**src/rtl/mpsoc4d_ahb4_ext_arbiter_pkg.sv**
```systemverilog
// Shared AHB4 encodings used by the tile bridges and the external-port arbiter.
package mpsoc4d_ahb4_ext_arbiter_pkg;

  typedef enum logic [1:0] {
    HTRANS_IDLE   = 2'd0,
    HTRANS_BUSY   = 2'd1,
    HTRANS_NONSEQ = 2'd2,
    HTRANS_SEQ    = 2'd3
  } htrans_e;

  typedef enum logic [2:0] {
    HBURST_SINGLE = 3'd0,
    HBURST_INCR   = 3'd1,
    HBURST_WRAP4  = 3'd2,
    HBURST_INCR4  = 3'd3,
    HBURST_WRAP8  = 3'd4,
    HBURST_INCR8  = 3'd5,
    HBURST_WRAP16 = 3'd6,
    HBURST_INCR16 = 3'd7
  } hburst_e;

  typedef enum logic {
    ARB_UNOWNED = 1'b0,
    ARB_OWNED   = 1'b1
  } arb_state_e;

endpackage

```
**src/rtl/mpsoc4d_rr_pick.sv**
```systemverilog
// Combinational round-robin picker: first requester above rr_last_i, wrapping at N.
module mpsoc4d_rr_pick #(
  parameter int N     = 4,
  parameter int IDX_W = 2
) (
  input  logic [N-1:0]     req_i,
  input  logic [IDX_W-1:0] rr_last_i,
  output logic [IDX_W-1:0] pick_o,
  output logic             valid_o
);

  always_comb begin
    pick_o  = '0;
    valid_o = 1'b0;
    for (int k = 1; k <= N; k++) begin
      for (int i = 0; i < N; i++) begin
        if (!valid_o && req_i[i] && (((int'(rr_last_i) + k) % N) == i)) begin
          valid_o = 1'b1;
          pick_o  = IDX_W'(i);
        end
      end
    end
  end

endmodule

```
**src/rtl/mpsoc4d_ahb4_ext_arbiter.sv**
```systemverilog
// Round-robin AHB-Lite arbiter sharing the external AHB4 slave port between
// NUM_MASTERS tile masters; ownership changes only on an accepted, unlocked IDLE.
module mpsoc4d_ahb4_ext_arbiter
  import mpsoc4d_ahb4_ext_arbiter_pkg::*;
#(
  parameter int NUM_MASTERS = 4,
  parameter int PLEN        = 32,
  parameter int XLEN        = 32
) (
  input  logic                        clk,
  input  logic                        rst,
  input  logic [NUM_MASTERS*PLEN-1:0] m_haddr_i,
  input  logic [NUM_MASTERS*XLEN-1:0] m_hwdata_i,
  input  logic [NUM_MASTERS-1:0]      m_hwrite_i,
  input  logic [NUM_MASTERS*3-1:0]    m_hsize_i,
  input  logic [NUM_MASTERS*3-1:0]    m_hburst_i,
  input  logic [NUM_MASTERS*4-1:0]    m_hprot_i,
  input  logic [NUM_MASTERS*2-1:0]    m_htrans_i,
  input  logic [NUM_MASTERS-1:0]      m_hmastlock_i,
  output logic [NUM_MASTERS*XLEN-1:0] m_hrdata_o,
  output logic [NUM_MASTERS-1:0]      m_hready_o,
  output logic [NUM_MASTERS-1:0]      m_hresp_o,
  output logic                        ahb4_ext_hsel_o,
  output logic [PLEN-1:0]             ahb4_ext_haddr_o,
  output logic [XLEN-1:0]             ahb4_ext_hwdata_o,
  output logic                        ahb4_ext_hwrite_o,
  output logic [2:0]                  ahb4_ext_hsize_o,
  output logic [2:0]                  ahb4_ext_hburst_o,
  output logic [3:0]                  ahb4_ext_hprot_o,
  output logic [1:0]                  ahb4_ext_htrans_o,
  output logic                        ahb4_ext_hmastlock_o,
  input  logic [XLEN-1:0]             ahb4_ext_hrdata_i,
  input  logic                        ahb4_ext_hready_i,
  input  logic                        ahb4_ext_hresp_i
);

  localparam int IDX_W = $clog2(NUM_MASTERS);

  arb_state_e       state_q, state_d;
  logic [IDX_W-1:0] owner_q, owner_d, rr_last_q, rr_last_d;
  logic [IDX_W-1:0] data_owner_q, data_owner_d;
  logic             data_valid_q, data_valid_d;

  logic [NUM_MASTERS-1:0] req, arb_req;
  logic [IDX_W-1:0]       pick;
  logic                   pick_vld;
  logic [PLEN-1:0]        own_haddr;
  logic [XLEN-1:0]        dph_hwdata;
  logic [2:0]             own_hsize, own_hburst;
  logic [3:0]             own_hprot;
  logic [1:0]             own_htrans;
  logic                   own_hwrite, own_lock, rearb;

  // While owned, the current owner is excluded so a waiting master always wins the handover.
  always_comb begin
    own_haddr  = '0;
    own_hsize  = '0;
    own_hburst = '0;
    own_hprot  = '0;
    own_htrans = '0;
    own_hwrite = 1'b0;
    own_lock   = 1'b0;
    dph_hwdata = '0;
    for (int i = 0; i < NUM_MASTERS; i++) begin
      req[i]     = m_htrans_i[i*2+1];
      arb_req[i] = m_htrans_i[i*2+1] &
                   !((state_q == ARB_OWNED) && (owner_q == IDX_W'(i)));
      if (owner_q == IDX_W'(i)) begin
        own_haddr  = m_haddr_i[i*PLEN +: PLEN];
        own_hsize  = m_hsize_i[i*3 +: 3];
        own_hburst = m_hburst_i[i*3 +: 3];
        own_hprot  = m_hprot_i[i*4 +: 4];
        own_htrans = m_htrans_i[i*2 +: 2];
        own_hwrite = m_hwrite_i[i];
        own_lock   = m_hmastlock_i[i];
      end
      if (data_owner_q == IDX_W'(i)) begin
        dph_hwdata = m_hwdata_i[i*XLEN +: XLEN];
      end
    end
  end

  mpsoc4d_rr_pick #(
    .N     (NUM_MASTERS),
    .IDX_W (IDX_W)
  ) u_rr_pick (
    .req_i     (arb_req),
    .rr_last_i (rr_last_q),
    .pick_o    (pick),
    .valid_o   (pick_vld)
  );

  assign rearb = (state_q == ARB_OWNED) && ahb4_ext_hready_i &&
                 (own_htrans == HTRANS_IDLE) && !own_lock && pick_vld;

  always_ff @(posedge clk) begin
    if (rst) begin
      state_q      <= ARB_UNOWNED;
      owner_q      <= '0;
      rr_last_q    <= IDX_W'(NUM_MASTERS - 1);
      data_owner_q <= '0;
      data_valid_q <= 1'b0;
    end else begin
      state_q      <= state_d;
      owner_q      <= owner_d;
      rr_last_q    <= rr_last_d;
      data_owner_q <= data_owner_d;
      data_valid_q <= data_valid_d;
    end
  end

  always_comb begin
    state_d      = state_q;
    owner_d      = owner_q;
    rr_last_d    = rr_last_q;
    data_owner_d = data_owner_q;
    data_valid_d = data_valid_q;
    case (state_q)
      ARB_UNOWNED: begin
        data_valid_d = 1'b0;
        if (pick_vld) begin
          state_d   = ARB_OWNED;
          owner_d   = pick;
          rr_last_d = pick;
        end
      end
      default: begin
        if (ahb4_ext_hready_i) begin
          data_owner_d = owner_q;
          data_valid_d = own_htrans[1];
        end
        if (rearb) begin
          owner_d   = pick;
          rr_last_d = pick;
        end
      end
    endcase
  end

  assign m_hrdata_o = {NUM_MASTERS{ahb4_ext_hrdata_i}};

  always_comb begin
    ahb4_ext_hsel_o      = 1'b0;
    ahb4_ext_haddr_o     = '0;
    ahb4_ext_hwrite_o    = 1'b0;
    ahb4_ext_hsize_o     = '0;
    ahb4_ext_hburst_o    = '0;
    ahb4_ext_hprot_o     = '0;
    ahb4_ext_htrans_o    = HTRANS_IDLE;
    ahb4_ext_hmastlock_o = 1'b0;
    ahb4_ext_hwdata_o    = data_valid_q ? dph_hwdata : '0;
    if (state_q == ARB_OWNED) begin
      ahb4_ext_hsel_o      = 1'b1;
      ahb4_ext_haddr_o     = own_haddr;
      ahb4_ext_hwrite_o    = own_hwrite;
      ahb4_ext_hsize_o     = own_hsize;
      ahb4_ext_hburst_o    = own_hburst;
      ahb4_ext_hprot_o     = own_hprot;
      ahb4_ext_htrans_o    = own_htrans;
      ahb4_ext_hmastlock_o = own_lock;
    end
    for (int i = 0; i < NUM_MASTERS; i++) begin
      m_hready_o[i] = !req[i];
      m_hresp_o[i]  = 1'b0;
      if ((state_q == ARB_OWNED) && (owner_q == IDX_W'(i))) begin
        m_hready_o[i] = ahb4_ext_hready_i;
      end
      if (data_owner_q == IDX_W'(i)) begin
        m_hresp_o[i] = ahb4_ext_hresp_i;
      end
    end
  end

endmodule

```
**config.mk**
```make
export PLATFORM = sky130hd
export DESIGN_NAME = mpsoc4d_ahb4_ext_arbiter
export DESIGN_NICKNAME = d
export VERILOG_FILES = /design/src/rtl/mpsoc4d_ahb4_ext_arbiter_pkg.sv /design/src/rtl/mpsoc4d_rr_pick.sv /design/src/rtl/mpsoc4d_ahb4_ext_arbiter.sv
export SDC_FILE = /design/constraint.sdc
export NUM_CORES = 1
export LEC_CHECK = 0
export CAP_MARGIN = 20
export CORE_AREA = 2 2 219 221
export DETAILED_ROUTE_END_ITERATION = 8
export DIE_AREA = 0 0 221 223
export MAX_ROUTING_LAYER = met4
export SYNTH_ARGS = -nofsm -noshare
export SYNTH_HDL_FRONTEND = slang
export SYNTH_HIERARCHICAL = 1
export SYNTH_SLANG_ARGS = --single-unit
```
**constraint.sdc**
```tcl
create_clock -name clk -period 2.2 [get_ports clk]
set_input_delay 0.33 -clock clk [delete_from_list [all_inputs] [get_ports clk]]
set_output_delay 0.33 -clock clk [all_outputs]
set_load 0.005 [all_outputs]
```
==> impl.org, run 1 <==
** Drt
- The routed design has 21.4 mm of wire.
- Remaining number of nets flagged by the antenna check after routing :: 0
- Drc violations :: 0
- In this run, the number of DRC markers left after iteration 0 of detailed routing was 91.
- The routed layout has 4387 vias.
- In the final routed layout, each cell accounts on average for 16.2 um.
- Post-detailed-route via-to-cell ratio :: 3.32
- TritonRoute pass-1 iters :: 4

** CTS
- The number of hold buffers added after CTS was 0.
- Num CTS Buffers :: 3
- The tree is rooted in a clkbuf_16.
- TritonCTS built the clock tree.
- Clk_lat worst skew :: 0.23 ns
- Clock-pin slew was measured on the worst setup and hold paths at 0.04 ns.
- The clock drives 8 sinks.
- Number of buffers between clock root and the deepest sink :: 2
- Number of H-tree levels :: 1

** Logic synthesis
- Counting every net in the synthesized netlist gives 732.
- Summing every instance area after synthesis gives 3840 um2.
- Counting every instance in the synthesized netlist gives 384.
- Part of the Yosys area used for sequential elements :: 4.17%
- After synthesis, the mean cell area works out to 10.0 um2.
- During synthesis, Yosys emitted a total of 6 warnings.
- After synthesis the netlist holds a flip-flop and latch count of 8.
- The number of different library cells used by synthesis comes to 33.

** Die
- Row generation in the floorplan step produced 80 rows.
- The die covers 49300 um2.
- DIE WIDTH :: 221 um
- Starting density of the core :: 8.15%
- Overall die height :: 223 um
- Count of boundary I/O pins :: 563
- Core area :: 47100 um2

** GRT
- Number of antenna violations at the first check in global routing :: 5
- In the global route stage, overall resource usage came out at 8.53%.
- Remaining global-route overflow :: 0
- Wire length of the first global-routing pass :: 30.6 mm
- The via count of the first global-routing pass came to 4954.
- Maximum number of pins on one net before global-route repair :: 38

** STA
- Post-route minimum period :: 2.22 ns
- Based on the critical path, the design can be clocked at up to 451 MHz.
- Final worst-path setup slack :: -0.0152 ns
- On the final layout, the worst hold slack is 0.487 ns.
- Max-slew violation count :: 0
- In the finished design, the share of the clock period the worst path needs comes to 101%.
- Unrepaired setup endpoints after global routing :: true
- Setup violations remaining at the end of the flow were counted as 3.
- Slew at the pin with the worst max-slew slack :: 0.370 ns
- In the final timing run, aggregate negative setup slack is -0.0311 ns.
- In this run the tightest slew margin relative to its limit is 75.3%.
- For the final database, setup skew stands at 0.00458 ns.
- The final hold violation count came to 0.

** Worst setup path
- The slowest stage of the critical path is the mux4_2 cell.
- The number of buffers and inverters on the critical path is 5.
- STA classifies the critical path endpoint as an output port.
- Most frequent cell on the critical path :: buf_6
- The critical path goes through buf_6, buf_12, buf_12, buf_6, mux4_2, and2_4, buf_6.
- Worst endpoint required time :: 1.87 ns
- R2r worst-path depth :: 7
- On the worst path, the slowest cell contributes a delay of 0.51 ns.
- Data arrival time of the worst path :: 1.89 ns
- On the critical path the largest part of the delay comes from buffers and inverters.
- The setup path with the least slack is of type flip-flop to output port.
- The worst setup path is launched from a flip-flop.
- Peak fanout along the critical path :: 5
- Number of cells on the critical path :: 7

** Worst hold path
- Tightest Hold Check Type :: flip-flop to flip-flop
- Worst hold path stage count :: 2

** Layout
- Share of layout cells above drive strength 1 :: 29.6%
- Area added between synthesis and finish :: 120%
- Number of nets in the layout :: 1052
- Counting the fill cells in the layout gives 5246.
- Area of combinational cells with multiple inputs :: 2660 um2
- Count of placed standard cells in the final layout, fillers left out :: 1323
- Flip-flop and latch area :: 176 um2

** Power
- Post-layout power :: 0.00251 W
- The worst-case IR drop observed on VDD is 0.000273 V.
- Power density of the placed cells :: 297 nW/um2
- Reported leakage power :: 3.16 nW

** Placement
- At the end of routability-driven placement, the weighted congestion stood at 0.813.
- The number of placed instances, taps included, is 1274.
- The wire-length estimate of the detail-placed layout is 17.8 mm.
- Buffers on Ports :: 402

** Outcome
- Violated checks :: negative setup slack
- Run status :: finished, violations left

** Run
- The tool flagged a number of max-cap violations equal to 0.
==> cell usage after synthesis <==
master    number  area (um2)
clkbuf_1      14        52.6
o22a_1         1        8.76
mux4_2        76        1710
dfxtp_1        8         160
a21oi_1        6        30.0
o21ai_0        1        5.00
nand4_1        2        12.5
o21a_1         3        22.5
buf_4        131         983
mux2i_1        4        40.0
inv_1          4        15.0
a21boi_0       1        7.51
nor3_1         1        5.00
nand2b_1       3        18.8
o22ai_1        2        12.5
o311ai_1       1        8.76
a21o_1         1        7.51
buf_1          1        3.75
and3_1         1        6.26
nand2_1        6        22.5
nand3_1        4        20.0
and3b_1        1        8.76
and2_1        76         475
o21ai_1        2        10.0
a31oi_1        3        18.8
o221ai_1       1        8.76
nor2_1         9        33.8
nor3b_1        1        7.51
buf_2         11        55.1
nor2b_2        1        8.76
o221a_2        1        11.3
nor2b_1        3        18.8
o31ai_1        4        30.0
==> state kept, by name, indices dropped and copies added, names as in the netlist <==
| name | count |
|---|---|
| rr_last_q | 2 |
| state_q | 1 |
| owner_q | 2 |
| data_valid_q | 1 |
| data_owner_q | 2 |
==> cell type report <==
| cell class | count | share of cell area (%) |
|---|---|---|
| clock buffer | 4 | 0.932 |
| tap | 615 | 9.10 |
| multi-input combinational | 215 | 31.4 |
| timing repair buffer | 472 | 56.1 |
| antenna | 5 | 0.148 |
| inverter | 4 | 0.178 |
| sequential | 8 | 2.09 |
==> routing by layer <==
metal  track usage [%]  vias up  wire [um]
met4              2.94        0        588
li1                  -     1930          -
met2              15.6      392      11200
met3              3.04       32       2210
met5                 -        -          0
met1              8.34     2033       7380
==> path summary, 6_finish.rpt <==
kind / from / end / slack, ns
max: owner_q[0] / ahb4_ext_hwrite_o / -0.02
min: data_valid_q / data_valid_q / 0.49
max reg2reg: owner_q[0] / owner_q[0] / 0.11
min reg2reg: data_valid_q / data_valid_q / 0.49
==> tightest hold or removal path, cell delays in order (launching register included) <==
cell     delay, ns
dfxtp_1       0.30
nor2_1        0.10
nor3_1        0.05
==> metrics by stage <==
step | setup WS, ns | utilization, % | area, um2
after floorplan | 0.339 | - | 3840
after global placement | -0.197 | 16.6 | 7850
after detailed placement | -0.195 | 16.6 | 7850
after CTS | -0.177 | 17.8 | 8410
after global routing | -0.102 | 17.9 | 8460
final | -0.0152 | 17.9 | 8460
==> power breakdown <==
part | internal (W) | switching (W) | total (W)
clock network | 0.000241 | 0.0000690 | 0.000310
registers | 0.000164 | 0.0000329 | 0.000197
logic | 0.00138 | 0.000620 | 0.00200
==> cell families (layout without fill, tap and decap cells) <==
group	count (synthesis)	count (layout)	synth area share, %
simple gates	108	108	16.6
mux	80	80	45.6
buf+inv	161	480	28.9
compound gates	27	27	4.72
flops	8	8	4.17
other cells	0	5	0
==> timing repair <==
item,4_1_cts,5_1_grt
setup buffers,30,8
gates resized for setup,157,77
pin swaps,1,1
gates cloned,5,0
setup endpoints to repair,83,61
==> placed cells by master (no fill, tap or decap), drive strengths merged, types with 2 or more instances in the layout <==
master           n
clkbuf          22
nor2b            4
nand3            4
a21oi            6
dfxtp            8
mux2i            4
clkdlybuf4s50  320
nor2             9
nand4            2
dlygate4sd2     30
clkdlybuf4s15   17
o21a             3
dlymetal6s2s     8
o21ai            3
a31oi            3
mux4            76
o22ai            2
nand2            6
and2            76
o31ai            4
nand2b           3
diode            5
buf             78
inv              4
No activity file was read; power rests on OpenSTA's default activity.
==> run 2: changes to the inputs <==
Settings changed: CAP_MARGIN 20 to default, CORE_AREA 2 2 219 221 to 2 2 217 219, DIE_AREA 0 0 221 223 to 0 0 219 221.
Clock period 2.2 ns to 2.7 ns, I/O delays scaled along.
==> impl.org, run 2 (synthesis results as in run 1) <==
** Outcome
- The run finished with clean final reports.

** Run
- Total of max-cap violations :: 0 (unchanged)

** Power
- Max VDD drop :: 0.000179 V (-34%)
- The power per cell area is 233 nW/um2 (-21%).
- The total power of the final layout was 0.00182 W (-27%).
- Reported leakage power :: 2.49 nW (-21%)

** Die
- Cell Rows :: 79 (-1.3%)
- Overall die height :: 221 um (-0.90%)
- The x dimension of the die is 219 um (-0.90%).
- The starting density of the core was 8.34% (+0.19 points).
- The area of the placeable core is 46100 um2 (-2.3%).
- The boundary pin count is 563 (unchanged).
- Area of the die :: 48400 um2 (-1.8%)

** Drt
- The number of detailed-routing iterations run before antenna repair was 4 (unchanged).
- The number of DRC markers after the initial detailed-route iteration is 133 (+46%).
- The highest metal layer carrying signal wires in the routed design is met4.
- Overall via count from detail_route :: 4102 (-6.5%)
- Remaining number of nets flagged by the antenna check after routing :: 0 (unchanged)
- Drc violations :: 0 (unchanged)
- The routed length per instance came to 15.6 um (-3.7%).
- The routed wire length on met3 was 2.27 mm (+2.9%).
- Length of routed met2 wiring :: 10.3 mm (-8.2%)
- Post-detailed-route via-to-cell ratio :: 3.26 (-1.7%)
- The final routed wirelength across all metal layers was 19.6 mm (-8.4%).
- Sum of routed wire segments on met1 :: 6.50 mm (-12%)

** GRT
- The final global-route overflow total was 0 (unchanged).
- Wire length of the first global-routing pass :: 27.1 mm (-11%)
- The initial antenna violation count was 6 (+1).
- The pin count of the biggest net entering global routing is 45 (+18%).
- The global-route usage over all layers was 7.91% (-0.62 points).
- Number of global-route vias before repair :: 4528 (-8.6%)

** STA
- Final sum of negative setup slack :: 0 ns (+0.0311 ns)
- Setup repair after global routing left no endpoint under its margin.
- Final worst-path setup slack :: 0.168 ns (+0.183 ns)
- Final number of hold-violating endpoints :: 0 (unchanged)
- The number of failing setup endpoints in the final timing report is 0 (-3).
- The max-slew violation total from the final report was 0 (unchanged).
- Timing would allow up to 395 MHz.
- Final cycle utilization of the critical path :: 93.8%
- The tightest slew margin relative to the limit came to 62.0% (-13 points).
- Slew at the pin with the worst max-slew slack :: 0.565 ns (+0.194 ns)
- Final hold slack :: 0.486 ns (-0.000840 ns)
- Post-route minimum period :: 2.53 ns
- The final worst clock skew is 0.00431 ns (-0.000271 ns).

** CTS
- Number of clock sinks seen by CTS :: 8 (unchanged)
- TritonCTS built the clock tree.
- The latest clock arrival within the worst-skew pair was 0.23 ns (about the same).
- Clock slew at the register clock pins of the worst setup and hold paths :: 0.04 ns (about the same)
- The post-CTS setup repair buffer count was 0 (-100%).
- Number of H-tree levels :: 1 (unchanged)
- Buffer type at the clock tree root :: clkbuf_16
- The total clock buffers created by CTS was 3 (unchanged).
- The buffer levels on the longest clock path is 2 (unchanged).

** Worst setup path
- Kind of end point of the critical path :: output port
- Cell-by-cell listing of the critical path :: buf_12, buf_4, mux4_2, and2_1, clkdlybuf4s50_1
- Worst endpoint required time :: 2.30 ns (+0.43 ns)
- Peak fanout along the critical path :: 33 (+28)
- The most critical setup path has its startpoint at data_owner_q[0].
- Max stage delay cell, worst path :: mux4_2
- Data arrival time of the worst path :: 2.13 ns (+0.24 ns)
- Crit path launch type :: flip-flop
- R2r worst-path depth :: 8 (+1)
- The worst setup path is of the flip-flop to output port kind.
- In this run the critical register-to-register path is launched from owner_q[0].
- Register-to-Register Setup Slack :: 0.46 ns (+0.35 ns)
- The largest stage delay on the critical path was 0.49 ns (-0.02 ns).

** Layout
- Area added between synthesis and finish :: 103%
- Leading cell type in the layout, fill and taps excluded :: clkdlybuf4s50_1
- The share of post-route cells with drive strength above 1 is 15.9% (-14 points).
- Final Util :: 16.9% (-1.0 points)
- The number of nets at the end of the flow is 996 (-5.3%).
- Biggest registers after layout :: data_owner_q x2, owner_q x2, rr_last_q x2
- Most used cells in the layout excluding fill and tap cells :: clkdlybuf4s50_1, mux4_2, and2_1

** Placement
- Placer congestion estimate :: 0.764 (-6.1%)
- The sum of net half-perimeters after detailed placement was 17.4 mm (-2.1%).
- Minimum setup slack after placement :: 0.136 ns (+0.331 ns)
- Buffers on Ports :: 402 (unchanged)

** Worst hold path
- Hold path startpoint :: data_valid_q
- Tightest Hold Check Type :: flip-flop to flip-flop
- The hold-critical path depth came to 2 (unchanged).
## run 2: cell types whose count changed in the layout (fill, tap and decap cells not counted), moves of 17 or more
cell             before  now
clkdlybuf4s15_1      17    0
buf_6                21    0
dlygate4sd2_1        30    0
and2_4               18    0
clkdlybuf4s50_1     320  401
buf_4                32   11
and2_1               58   76
clkbuf_2             18    0
## run 2: through the flow
stage / std cells / instance area, um2
3_5_place_dp: 1251 / 7700
6_report: 1259 / 7790
5_1_grt: 1259 / 7790
2_1_floorplan: 384 / 3840
3_3_place_gp: 1251 / 7700
4_1_cts: 1255 / 7790
## run 2: repair_timing
action,CTS,global route
hold buffers,0,0
gates resized for setup,3,0
setup endpoints to repair,1,1
## run 2: final timing paths
| path | end |
|---|---|
| worst min register to register | data_valid_q |
| worst max-delay path | ahb4_ext_hwdata_o[7] |
| worst max register to register | rr_last_q[1] |
| worst min-delay path | data_valid_q |
## run 2: area by class of cell
| cell class | count | area (um2) |
|---|---|---|
| inverters | 4 | 15.0 |
| multi-input cells | 215 | 2580 |
| clock buffers | 4 | 78.8 |
| well taps | 607 | 759 |
| repair buffers | 416 | 4180 |
| fillers | 5153 | 38300 |
| flip-flops and latches | 8 | 171 |
| diodes | 5 | 12.5 |
## run 2: power by group
part / internal (W) / switching, W / leakage, nW
sequential: 0.000134 / 0.0000223 / 0.0683
clock: 0.000197 / 0.0000593 / 0.0382
combinational: 0.000969 / 0.000437 / 2.38
## run 2: worst max-delay path: cells and delay by family, from the launching register on
family / cells / cell delay [ns]
buf+inv: 3 / 0.87
flops: 1 / 0.33
simple gates: 1 / 0.17
mux: 1 / 0.49
## run 2: per-layer routing
metal,vias up,track usage [%]
li1,1815,-
met5,-,-
met3,27,2.46
met1,1899,7.41
met2,361,14.5
met4,0,3.75
==> run 3: changes to the inputs <==
Settings changed: MAX_ROUTING_LAYER met4 to default.
==> impl.org, run 3 (synthesis results as in run 1) <==
** GRT
- Number of global-route vias before repair :: 4528 (unchanged)
- The final global-route overflow total was 0 (unchanged).
- The initial antenna violation count came to 6 (unchanged).
- Maximum number of pins on one net before global-route repair :: 45 (unchanged)
- The global-route wire length before repair came to 27.2 mm (+0.23%).
- The global-route usage over all layers was 7.69% (-0.22 points).

** Placement
- The minimum setup slack after placement is 0.136 ns (unchanged).
- The number of instances in the placed design is 1251 (unchanged).
- Placer congestion estimate :: 0.754 (-1.3%)
- The port buffer count is 402 (unchanged).
- The sum of net half-perimeters after detailed placement was 17.4 mm (unchanged).

** Die
- The starting density of the core was 8.34% (unchanged).
- Overall die height :: 221 um (unchanged)
- The area of the placeable core was 46100 um2 (unchanged).
- Cell Rows :: 79 (unchanged)
- The full die area was 48400 um2 (unchanged).
- DIE WIDTH :: 219 um (unchanged)
- Count of boundary I/O pins :: 563 (unchanged)

** Power
- The share of total power consumed by net switching is 28.5% (about the same).
- Net load switching power :: 0.000519 W (about the same)
- The relative contribution of sequential cells to total power came to 8.6% (about the same).
- The total power of the final layout was 0.00182 W (about the same).
- The static leakage is 2.49 nW (about the same).
- The cell internal power dissipation came to 0.00130 W (about the same).
- The power per cell area came to 234 nW/um2 (about the same).
- The peak supply drop was 0.000177 V (-1.1%).
- Clock power share :: 14.0% (about the same)
- The part of the total power dissipated in combinational logic came to 77.4% (about the same).

** Drt
- Final Routed Wirelength :: 19.6 mm (unchanged)
- The remaining routing DRC violations came to 0 (unchanged).
- Overall via count from detail_route :: 4111 (+0.22%)
- The number of DRC markers after the initial detailed-route iteration was 99 (-26%).
- The via density per instance came to 3.27 (+0.38%).
- Remaining number of nets flagged by the antenna check after routing :: 0 (unchanged)
- TritonRoute pass-1 iters :: 4 (unchanged)
- Post-detailed-route wirelength per cell :: 15.6 um (+0.16%)

** STA
- Slew at the pin with the worst max-slew slack :: 0.569 ns (+0.00405 ns)
- Setup violations, final :: 0 (unchanged)
- The post-route clock period utilization was 93.7% (about the same).
- Worst rel slew slack :: 61.7% (-0.27 points)
- The final hold violation count came to 0 (unchanged).
- The worst hold-check slack came to 0.486 ns (+0.000119 ns).
- The maximum clock frequency was 395 MHz (about the same).
- Unrepaired setup endpoints after global routing :: false
- The setup TNS came to 0 ns (unchanged).
- Max-slew violation count :: 0 (unchanged)
- The minimum clock period after layout was 2.53 ns (-0.00137 ns).
- Final worst-path setup slack :: 0.169 ns (+0.00137 ns)
- Clock Skew :: 0.00356 ns (-0.000751 ns)

** Layout
- Most used cells in the layout excluding fill and tap cells :: clkdlybuf4s50_1, mux4_2, and2_1
- Leading cell type in the layout, fill and taps excluded :: clkdlybuf4s50_1
- The relative area change from synthesis to final layout was 103% (about the same).
- The number of nets at the end of the flow came to 996 (unchanged).
- The number of non-filler instances in the completed layout was 1257 (-0.16%).
- The share of post-route cells with drive strength above 1 is 15.9% (unchanged).
- Biggest registers after layout :: data_owner_q x2, owner_q x2, rr_last_q x2

** Worst setup path
- The endpoint arrival time on the critical path was 2.13 ns (about the same).
- The worst setup path is launched from a flip-flop.
- STA classifies the critical path endpoint as an output port.
- The required time at the endpoint of the critical path came to 2.30 ns (about the same).
- Peak fanout along the critical path :: 33 (unchanged)
- The critical path is of the flip-flop to output port type.

** Run
- The max capacitance violation total came to 0 (unchanged).

** CTS
- Post-CTS Hold Buffers :: 0 (unchanged)
- The number of sinks on the clock net came to 8 (unchanged).
- The total clock buffers created by CTS is 3 (unchanged).
- Clock tree from TritonCTS :: built
- The register clock-pin slew on the reported worst setup and hold paths was 0.04 ns (about the same).
- The maximum level of the CTS H-tree was 1 (unchanged).
- Clk_lat worst skew :: 0.23 ns (about the same)
- In this run the clock root is driven by a clkbuf_16.
- The post-CTS setup repair buffer count was 0 (unchanged).
- Number of buffers between clock root and the deepest sink :: 2 (unchanged)

** Outcome
- Run status :: complete, no violations

** Worst hold path
- The path class of the tightest hold or removal check is flip-flop to flip-flop.
[run 3: cell types whose count changed in the layout (fill, tap and decap cells not counted)]
cell | before | now
diode_2 | 5 | 3
[run 3: power groups by stage]
stage / combinational [W] / clock (W) / sequential, W
final: 0.00141 / 0.000255 / 0.000157
after detailed placement: 0.00143 / 0 / 0.000161
after CTS: 0.00144 / 0.000261 / 0.000160
after global placement: 0.00142 / 0 / 0.000160
after floorplan: 0.000736 / 0 / 0.000141
after global routing: 0.00152 / 0.000271 / 0.000161
[run 3: per-layer routing]
layer  vias to the layer above  share of wire, %  track usage (%)
met1                      1903                32             7.18
met4                         4               2.9             3.75
met5                         -             0.092                0
met2                       359                52             14.5
li1                       1812                 -                -
met3                        33                13             2.90
[run 3: timing repair]
item / 4_1_cts / 5_1_grt
endpoints found under the setup margin: 1 / 1
hold endpoints to repair: 0 / 0
gates resized for setup: 3 / 0
gates cloned: 0 / 0
[run 3: path summary, 6_finish.rpt]
check / startpoint / end / slack, ns / cells past startpoint
max: data_owner_q[0] / ahb4_ext_hwdata_o[7] / 0.17 / 5
min: data_valid_q / data_valid_q / 0.49 / 2
max reg2reg: owner_q[0] / rr_last_q[1] / 0.44 / 8
min reg2reg: data_valid_q / data_valid_q / 0.49 / 2
[run 3: per-stage QoR]
stage | instance area (um2) | util (%)
2_1_floorplan | 3840 | -
3_3_place_gp | 7700 | 16.7
3_5_place_dp | 7700 | 16.7
4_1_cts | 7790 | 16.9
5_1_grt | 7790 | 16.9
6_report | 7790 | 16.9
[run 3: area by class of cell]
cell class / instances / area [um2]
tap: 607 / 759
clock buffer: 4 / 78.8
sequential: 8 / 171
antenna: 3 / 7.51
timing repair buffer: 416 / 4180
inverter: 4 / 15.0
fill: 5155 / 38300
multi-input combinational: 215 / 2580
[run 3: worst max-delay path, cell delays in order (launching register included)]
cell and delay, ns:
dfxtp_2 0.33, buf_12 0.23, buf_4 0.21, mux4_2 0.49
and2_1 0.17, clkdlybuf4s50_1 0.43
